File: config.mk
export PLATFORM = sky130hd
export DESIGN_NAME = periph_rr_arbiter
export DESIGN_NICKNAME = d
export VERILOG_FILES = /design/src/rtl/periph_rr_arbiter_pkg.sv /design/src/rtl/periph_rr_arbiter_rr_pick.sv /design/src/rtl/periph_rr_arbiter.sv
export SDC_FILE = /design/constraint.sdc
export NUM_CORES = 1
export LEC_CHECK = 0
export CAP_MARGIN = 0
export CORE_MARGIN = 5
export CORE_UTILIZATION = 32
export CTS_BUF_LIST = sky130_fd_sc_hd__clkbuf_8
export DETAILED_ROUTE_END_ITERATION = 10
export GPL_TIMING_DRIVEN = 1
export PLACE_DENSITY_LB_ADDON = 0.05
export SYNTH_ARGS = -nofsm -noshare
export SYNTH_HDL_FRONTEND = slang
export SYNTH_HIERARCHICAL = 1
export SYNTH_SLANG_ARGS = --single-unit
File: constraint.sdc
create_clock -name clk_100MHz -period 2.5 [get_ports clk_100MHz]
set_input_delay 0.5 -clock clk_100MHz [delete_from_list [all_inputs] [get_ports clk_100MHz]]
set_output_delay 0.5 -clock clk_100MHz [all_outputs]
set_load 0.005 [all_outputs]
File: src/rtl/periph_rr_arbiter_pkg.sv
// Shared types and width helpers for the round-robin peripheral arbiter.
package periph_arb_pkg;

  typedef enum logic [1:0] {
    ST_IDLE  = 2'd0,
    ST_GRANT = 2'd1,
    ST_WAIT  = 2'd2,
    ST_GAP   = 2'd3
  } arb_state_e;

  localparam int TO_CNT_W = 8;
  localparam logic [TO_CNT_W-1:0] TO_CNT_MAX = '1;

  // Counter width for values 0..n-1; never below one bit so degenerate
  // parameter values still yield a legal vector.
  function automatic int cw(input int n);
    return (n <= 2) ? 1 : $clog2(n);
  endfunction

endpackage

File: src/rtl/periph_rr_arbiter_rr_pick.sv
// Combinational round-robin picker: first set request strictly after ptr,
// wrapping around, so the last grantee gets lowest priority.
module rr_pick #(
  parameter int NREQ = 4,
  parameter int IW   = 2
) (
  input  logic [NREQ-1:0] i_req,
  input  logic [IW-1:0]   i_ptr,
  output logic [IW-1:0]   o_idx,
  output logic            o_any
);

  logic [IW-1:0] w_cand;

  // Scan farthest-first so the nearest candidate after ptr is assigned last.
  always_comb begin
    o_idx  = '0;
    o_any  = |i_req;
    w_cand = '0;
    for (int k = NREQ; k >= 1; k--) begin
      w_cand = IW'((int'(i_ptr) + k) % NREQ);
      if (i_req[w_cand]) o_idx = w_cand;
    end
  end

endmodule

File: src/rtl/periph_rr_arbiter.sv
// Round-robin sequencer sharing one transaction engine among NREQ requesters:
// grant, start, wait for done or watchdog, enforce a gap, re-arbitrate.
module periph_rr_arbiter
  import periph_arb_pkg::*;
#(
  parameter int NREQ        = 4,
  parameter int TIMEOUT_CYC = 100000,
  parameter int GAP_CYC     = 2
) (
  input  logic                    clk_100MHz,
  input  logic                    sysreset,
  input  logic [NREQ-1:0]         req,
  output logic [NREQ-1:0]         gnt,
  output logic [$clog2(NREQ)-1:0] owner,
  output logic                    owner_vld,
  output logic                    eng_start,
  input  logic                    eng_busy,
  input  logic                    eng_done,
  output logic                    eng_abort,
  output logic                    timeout,
  output logic [TO_CNT_W-1:0]     timeout_cnt
);

  localparam int OW = $clog2(NREQ);
  localparam int TW = cw(TIMEOUT_CYC);
  localparam int GW = cw(GAP_CYC + 1);
  localparam logic [TW-1:0] TMAX  = TW'(TIMEOUT_CYC - 1);
  localparam logic [GW-1:0] GLAST = GW'((GAP_CYC > 0) ? GAP_CYC - 1 : 0);

  arb_state_e          r_state;
  logic [NREQ-1:0]     r_gnt;
  logic [OW-1:0]       r_owner;
  logic [OW-1:0]       r_ptr;
  logic [TW-1:0]       r_timer;
  logic [GW-1:0]       r_gap;
  logic [TO_CNT_W-1:0] r_to_cnt;

  logic [OW-1:0]       w_win;
  logic                w_any;
  logic                w_own_req;
  logic                w_start;
  logic                w_tmo;

  rr_pick #(.NREQ(NREQ), .IW(OW)) u_pick (
    .i_req (req),
    .i_ptr (r_ptr),
    .o_idx (w_win),
    .o_any (w_any)
  );

  assign w_own_req = req[r_owner];
  // Start only once the engine is free and the owner still wants the slot.
  assign w_start   = (r_state == ST_GRANT) && !eng_busy && w_own_req;
  // A done arriving on the last watchdog cycle wins over the abort.
  assign w_tmo     = (r_state == ST_WAIT) && !eng_done && (r_timer == TMAX);

  assign gnt         = r_gnt;
  assign owner       = r_owner;
  assign owner_vld   = |r_gnt;
  assign eng_start   = w_start;
  assign eng_abort   = w_tmo;
  assign timeout     = w_tmo;
  assign timeout_cnt = r_to_cnt;

  // Arbitration FSM with watchdog timer, gap counter and saturating timeout count.
  always_ff @(posedge clk_100MHz) begin
    if (sysreset) begin
      r_state  <= ST_IDLE;
      r_gnt    <= '0;
      r_owner  <= '0;
      r_ptr    <= OW'(NREQ - 1);
      r_timer  <= '0;
      r_gap    <= '0;
      r_to_cnt <= '0;
    end else begin
      case (r_state)
        ST_IDLE: begin
          if (w_any) begin
            r_gnt   <= NREQ'(1) << w_win;
            r_owner <= w_win;
            r_ptr   <= w_win;
            r_state <= ST_GRANT;
          end
        end
        ST_GRANT: begin
          if (!w_own_req) begin
            r_gnt   <= '0;
            r_gap   <= '0;
            r_state <= ST_GAP;
          end else if (!eng_busy) begin
            r_timer <= '0;
            r_state <= ST_WAIT;
          end
        end
        ST_WAIT: begin
          if (eng_done || (r_timer == TMAX)) begin
            r_gnt   <= '0;
            r_timer <= '0;
            r_gap   <= '0;
            r_state <= ST_GAP;
            if (w_tmo && (r_to_cnt != TO_CNT_MAX)) r_to_cnt <= r_to_cnt + TO_CNT_W'(1);
          end else begin
            r_timer <= r_timer + TW'(1);
          end
        end
        ST_GAP: begin
          if ((GAP_CYC == 0) || (r_gap == GLAST)) r_state <= ST_IDLE;
          else                                    r_gap   <= r_gap + GW'(1);
        end
        default: r_state <= ST_IDLE;
      endcase
    end
  end

endmodule

==> results of run 1 <==
layer usage:
| layer | up-vias | part of all wire [%] | track usage (%) |
|---|---|---|---|
| li1 | 1085 | - | - |
| met1 | 978 | 49 | 19.0 |
| met2 | 29 | 47 | 24.9 |
| met3 | 5 | 3.4 | 2.68 |
| met4 | 0 | 0.86 | 4.08 |
| met5 | - | 0 | 0 |
kinds of logic after synthesis:
| logic type | share of synthesized area, % |
|---|---|
| compound gates | 16.4 |
| xor+xnor | 2.02 |
| fa+ha+maj | 5.18 |
| buf+inv | 4.26 |
| flops | 34.1 |
| mux | 5.18 |
| simple gates | 32.9 |
worst paths after layout:
kind | slack [ns] | cells past startpoint | start | to
setup reg to reg | 0.19 | 7 | r_timer[12] | gnt[2]
setup / recovery | 0.09 | 4 | r_timer[12] | eng_abort
hold / removal | 0.45 | 2 | r_gap[1] | r_gap[1]
hold reg to reg | 0.45 | 2 | r_gap[1] | r_gap[1]
power by group through the flow:
stage / clock network [mW] / logic, mW / registers [mW]
2_1_floorplan: 0 / 0.411 / 0.715
6_report: 0.409 / 0.691 / 0.712
3_5_place_dp: 0 / 0.695 / 0.728
4_1_cts: 0.433 / 0.700 / 0.714
3_3_place_gp: 0 / 0.692 / 0.729
5_1_grt: 0.456 / 0.766 / 0.726
stage by stage:
stage / utilization, % / hold slack [ns] / power (mW)
finish: 42.1 / 0.453 / 1.81
global route: 42.1 / 0.486 / 1.95
CTS: 42.1 / 0.461 / 1.85
detailed placement: 40.9 / 0.448 / 1.42
global placement: 40.9 / 0.447 / 1.42
floorplan: - / 0.432 / 1.13
area by class of cell:
class / count / area (um^2)
Tap cell: 80 / 100
Inverter: 6 / 22.5
Timing Repair Buffer: 64 / 532
Clock inverter: 3 / 13.8
Sequential cell: 37 / 741
Multi-Input combinational cell: 208 / 1350
Clock buffer: 5 / 68.8
Fill cell: 702 / 3890
flip-flops by register name (all words and copies together) (netlist names):
signal and flops:
r_timer 17, r_gap 2, gnt 4, owner 2, r_ptr 2, timeout_cnt 8, r_state 2
cell usage in the layout, fill, tap and decap left out, types with 4 or more instances in the layout:
cell | synthesis | routed
buf_4 | 1 | 39
dfxtp_1 | 37 | 37
a21oi_1 | 25 | 25
nor2_1 | 23 | 22
clkdlybuf4s50_1 | 0 | 22
nand2_1 | 16 | 15
o21ai_0 | 14 | 14
nand3_1 | 13 | 13
nor3_1 | 13 | 13
nand2b_1 | 12 | 12
nand4_1 | 9 | 9
mux2i_1 | 9 | 9
ha_1 | 9 | 9
inv_1 | 6 | 7
nor2b_1 | 7 | 7
nand3b_1 | 6 | 6
nor4_1 | 5 | 5
clkbuf_8 | 0 | 5
nand4b_1 | 4 | 4
or4_1 | 4 | 4
what timing repair did:
| action | 4_1_cts | 5_1_grt |
|---|---|---|
| pin swaps | 3 | 2 |
| hold endpoints to repair | 0 | 0 |
| setup buffers | 0 | 0 |
| setup endpoints to repair | 3 | 2 |
| resized for setup | 13 | 0 |
worst max-delay path: stages, from the launching register on:
cell,delay [ns]
dfxtp_1,0.31
or4b_4,0.53
or4_4,0.56
nor2_4,0.11
buf_2,0.12
==> out/qor.csv, run 1 <==
metric,value,unit
Final Hold Viols,0,
Post-Synthesis Net Count,283,
final-report max-slew violation count,0,
outcome,completed,
PwrDens,640,mW/mm^2
Clock Power Share,22.6,%
CTS Buffer Depth,2,
Max-slew headroom,72.4,%
largest net degree at the start of global routing,20,
synth-to-layout area growth,30.3,%
Setup WS post-layout,0.0855,ns
Worst Path Arrival,1.91,ns
Worst-Margin Slew,0.410,ns
Max Clock Skew,0.00908,ns
Setup crit start kind,register,
post-synth cell types,49,
via count,2097,
min cycle time layout,2.41,ns
Die ar.,0.00854,mm^2
logic gate share of total power,38.1,%
Fmax,414,MHz
nets,339,
vias in the first global route,2129,
initial DRC count,55,
total congestion overflow,0,
first-pass GRT wire length,10.3,mm
Die Y,92.4,um
Setup CP Type,register to primary output,
Switching Share,34.3,%
Total GRT Usage,14.7,%
cells after synthesis,266,
ranking of synthesized cells by area,"dfxtp_1 (34%), a21oi_1 (5.8%), ha_1 (5.2%)",
Site Rows,30,
Placement Cell Area,0.00275,mm^2
DR WL/cell,14.4,um
unrepaired setup endpoints after global routing,no,
period utilization,96.6,%
peak supply drop,0.233,mV
Die Span X,92.4,um
sequential power share,39.3,%
worst min path class,register to register,
CTS tree,built,
internal power,1.19,mW
"top cells by count, synth","dfxtp_1 (37), a21oi_1 (25), nor2_1 (23)",
# setup viols final,0,
Async SR Flop Fraction,0,%
post-synth top area share,34.1,%
CTS Hold Bufs,0,
final wirelength,5.81,mm
"Top FF cell, synth",dfxtp_1,
H-tree levels,2,
WP data required,2.00,ns
final setup TNS,0,ns
HPWL Detailed,4.26,mm
port bufs,25,
"count leader, synth",dfxtp_1,
Cells after DPL,395,
clock latency on the worst-skew pair,0.29,ns
fraction of layout cells with a size suffix above 1,18.3,%
Final Cell Area,0.00283,mm^2
cts bufs inserted,5,
initial core utilization,32.3,%
Ports,26,
fin cells,403,
Vias/cell,5.20,
gp weighted congestion,0.760,
Placement Setup Slack,-0.127,ns
antenna fix cells,0,
nature of the critical path endpoint,primary output,
Residual DRC,0,
mapped cell area,0.00217,mm^2
MaxCap Viol Count,0,
CTS root buf,clkbuf_8,
CTS Sinks,37,
Yosys warning count,6,
Yosys top cell by area,dfxtp_1,
number of synthesized flops with an enable pin,0,
DRT antenna net count,0,
leak pwr,1.05,nW
"Reg clk slew, reported paths",0.08,ns
initial antenna violation count,0,
synthesized area per cell,8.17,um^2
core area,0.00672,mm^2
"Seq/Total Area, Yosys",34.1,%
"flops & latches, synth",37,
Crit Path Max Fanout,3,
Psw,0.621,mW
Pre-antenna DRT Iters,4,
(Power assumes the default switching activity.)
==> run 2, diff against run 1 <==
CAP_MARGIN = not set   (was 0)
CTS_CLUSTER_DIAMETER = 60   (was not set)
==> results of run 2 <==
Same layout as run 1: the final DEF is identical, and so are final timing and power.
==> run 3, diff against run 2 <==
clock period = 3.1 ns   (was 2.5 ns; I/O delays follow)
==> out/qor.csv, run 3 (synthesis results as in run 1) <==
metric,value,unit,change
HPWL Detailed,3.99,mm,was 4.26 mm
"most common cell after layout, fill and taps aside",dfxtp_1,,was buf_4
Final Hold Viols,0,,unchanged
nature of the critical path endpoint,primary output,,unchanged
period utilization,97.6,%,
H-tree levels,2,,unchanged
Worst Path Arrival,2.41,ns,was 1.91 ns
vias in the first global route,1946,,"was 2,129"
Setup CP Type,register to primary output,,unchanged
worst min path class,register to register,,unchanged
WP data required,2.48,ns,was 2.00 ns
Ports,26,,unchanged
Crit Path Max Fanout,6,,was 3
Hold Slack,0.456,ns,was 0.453 ns
largest net degree at the start of global routing,20,,unchanged
slowest CP cell,or4_4,,unchanged
Residual DRC,0,,unchanged
total congestion overflow,0,,unchanged
CTS Hold Bufs,0,,unchanged
crit path from,r_timer[13],,was r_timer[12]
unrepaired setup endpoints after global routing,no,,unchanged
final setup TNS,0,ns,unchanged
"commonest non-fill, non-tap cells in the layout","dfxtp_1 (37), a21oi_1 (25), clkdlybuf4s50_1 (25)",,"was buf_4 (39), dfxtp_1 (37), a21oi_1 (25)"
Placement Setup Slack,0.173,ns,was -0.127 ns
Die ar.,0.00854,mm^2,unchanged
Die Span X,92.4,um,unchanged
worst hold path depth,2,,unchanged
Setup crit start kind,register,,unchanged
port bufs,25,,unchanged
"Reg clk slew, reported paths",0.08,ns,about the same
first-pass GRT wire length,9.52,mm,was 10.3 mm
outcome,completed,,unchanged
clock latency on the worst-skew pair,0.29,ns,about the same
Fmax,331,MHz,
PwrDens,538,mW/mm^2,was 640 mW/mm^2
Worst R2R Path Depth,7,,unchanged
Slowest Stage Delay on Critical Path,0.59,ns,was 0.56 ns
CTS root buf,clkbuf_8,,unchanged
via count,2011,,"was 2,097"
final wirelength,5.60,mm,was 5.81 mm
Worst R2R Setup Slack,0.71,ns,was 0.19 ns
cts bufs inserted,5,,unchanged
antenna fix cells,0,,unchanged
gp weighted congestion,0.748,,was 0.760
DR WL/cell,14.8,um,was 14.4 um
Worst-Margin Slew,0.537,ns,was 0.410 ns
synth-to-layout area growth,22.2,%,was 30.3%
Total GRT Usage,13.9,%,was 14.7%
Vias/cell,5.33,,was 5.20
utilization after layout,39.5,%,was 42.1%
core area,0.00672,mm^2,unchanged
largest register by flop count,r_timer,,unchanged
MaxCap Viol Count,0,,unchanged
DRT antenna net count,0,,unchanged
final-report max-slew violation count,0,,unchanged
Max-slew headroom,63.9,%,was 72.4%
Max Clock Skew,0.00737,ns,was 0.00908 ns
crit path capture,timeout,,was eng_abort
max FFs per register,17,,unchanged
Pre-antenna DRT Iters,4,,unchanged
Site Rows,30,,unchanged
min cycle time layout,3.03,ns,
Die Y,92.4,um,unchanged
crit-path cells,or4b_4 -> or4_4 -> nor2_4 -> clkdlybuf4s50_1,,was or4b_4 -> or4_4 -> nor2_4 -> buf_2
initial antenna violation count,0,,unchanged
peak supply drop,0.215,mV,was 0.233 mV
nets,314,,was 339
r2r startpoint,r_timer[0],,was r_timer[12]
CTS Sinks,37,,unchanged
# setup viols final,0,,unchanged
CTS tree,built,,unchanged
r2r endpoint,r_gap[1],,was gnt[2]
fraction of layout cells with a size suffix above 1,10.1,%,was 18.3%
Setup WS post-layout,0.0749,ns,was 0.0855 ns
CTS Buffer Depth,2,,unchanged
initial DRC count,80,,was 55
initial core utilization,32.3,%,unchanged
leak pwr,0.917,nW,was 1.05 nW
## run 3: worst min-delay path by stage
| stage | slack, ns | end | startpoint |
|---|---|---|---|
| after detailed placement | 0.45 | r_gap[1] | r_gap[1] |
| after global placement | 0.45 | r_gap[1] | r_gap[1] |
| after floorplan | 0.43 | r_gap[1] | r_gap[1] |
| after CTS | 0.46 | r_gap[1] | r_gap[1] |
| final | 0.46 | r_gap[1] | r_gap[1] |
| after global routing | 0.49 | r_gap[1] | r_gap[1] |
## run 3: repair_timing
item | in CTS | in global routing
setup endpoints to repair | 2 | 2
resized for setup | 2 | 1
endpoints found under the hold margin | 0 | 0
setup buffers | 0 | 2
pin swaps | 0 | 1
## run 3: metal layers
| metal | vias to the layer above | GRT usage [%] | wire, um |
|---|---|---|---|
| met1 | 938 | 18.1 | 2730 |
| met2 | 26 | 22.7 | 2600 |
| met4 | 0 | 4.46 | 71 |
| met3 | 7 | 3.17 | 200 |
| met5 | - | 0 | 0 |
| li1 | 1040 | - | - |
## run 3: area by class of cell
cell class              count  area, um^2
clock inverters             1        3.75
well taps                  80         100
repair buffers             39         355
flip-flops and latches     37         741
clock buffers               6        82.6
multi-input cells         208        1350
fillers                   690        4060
inverters                   6        22.5
## run 3: critical path, delay by kind of cell (launching register included)
family                 cells  cell delay [ns]
DFF                        1             0.34
and+or+nand+nor            3             1.27
buffers and inverters      1             0.51
## run 3: power breakdown
group / switching [mW] / internal, mW / leakage (nW)
logic: 0.263 / 0.245 / 0.568
registers: 0.0493 / 0.524 / 0.300
clock network: 0.173 / 0.173 / 0.0485
## run 3: metrics by stage
step	power, mW	instances	instance area [um^2]
2_1_floorplan	0.908	266	2170
3_3_place_gp	1.10	368	2540
3_5_place_dp	1.10	368	2540
4_1_cts	1.46	375	2640
5_1_grt	1.53	377	2660
6_report	1.43	377	2660
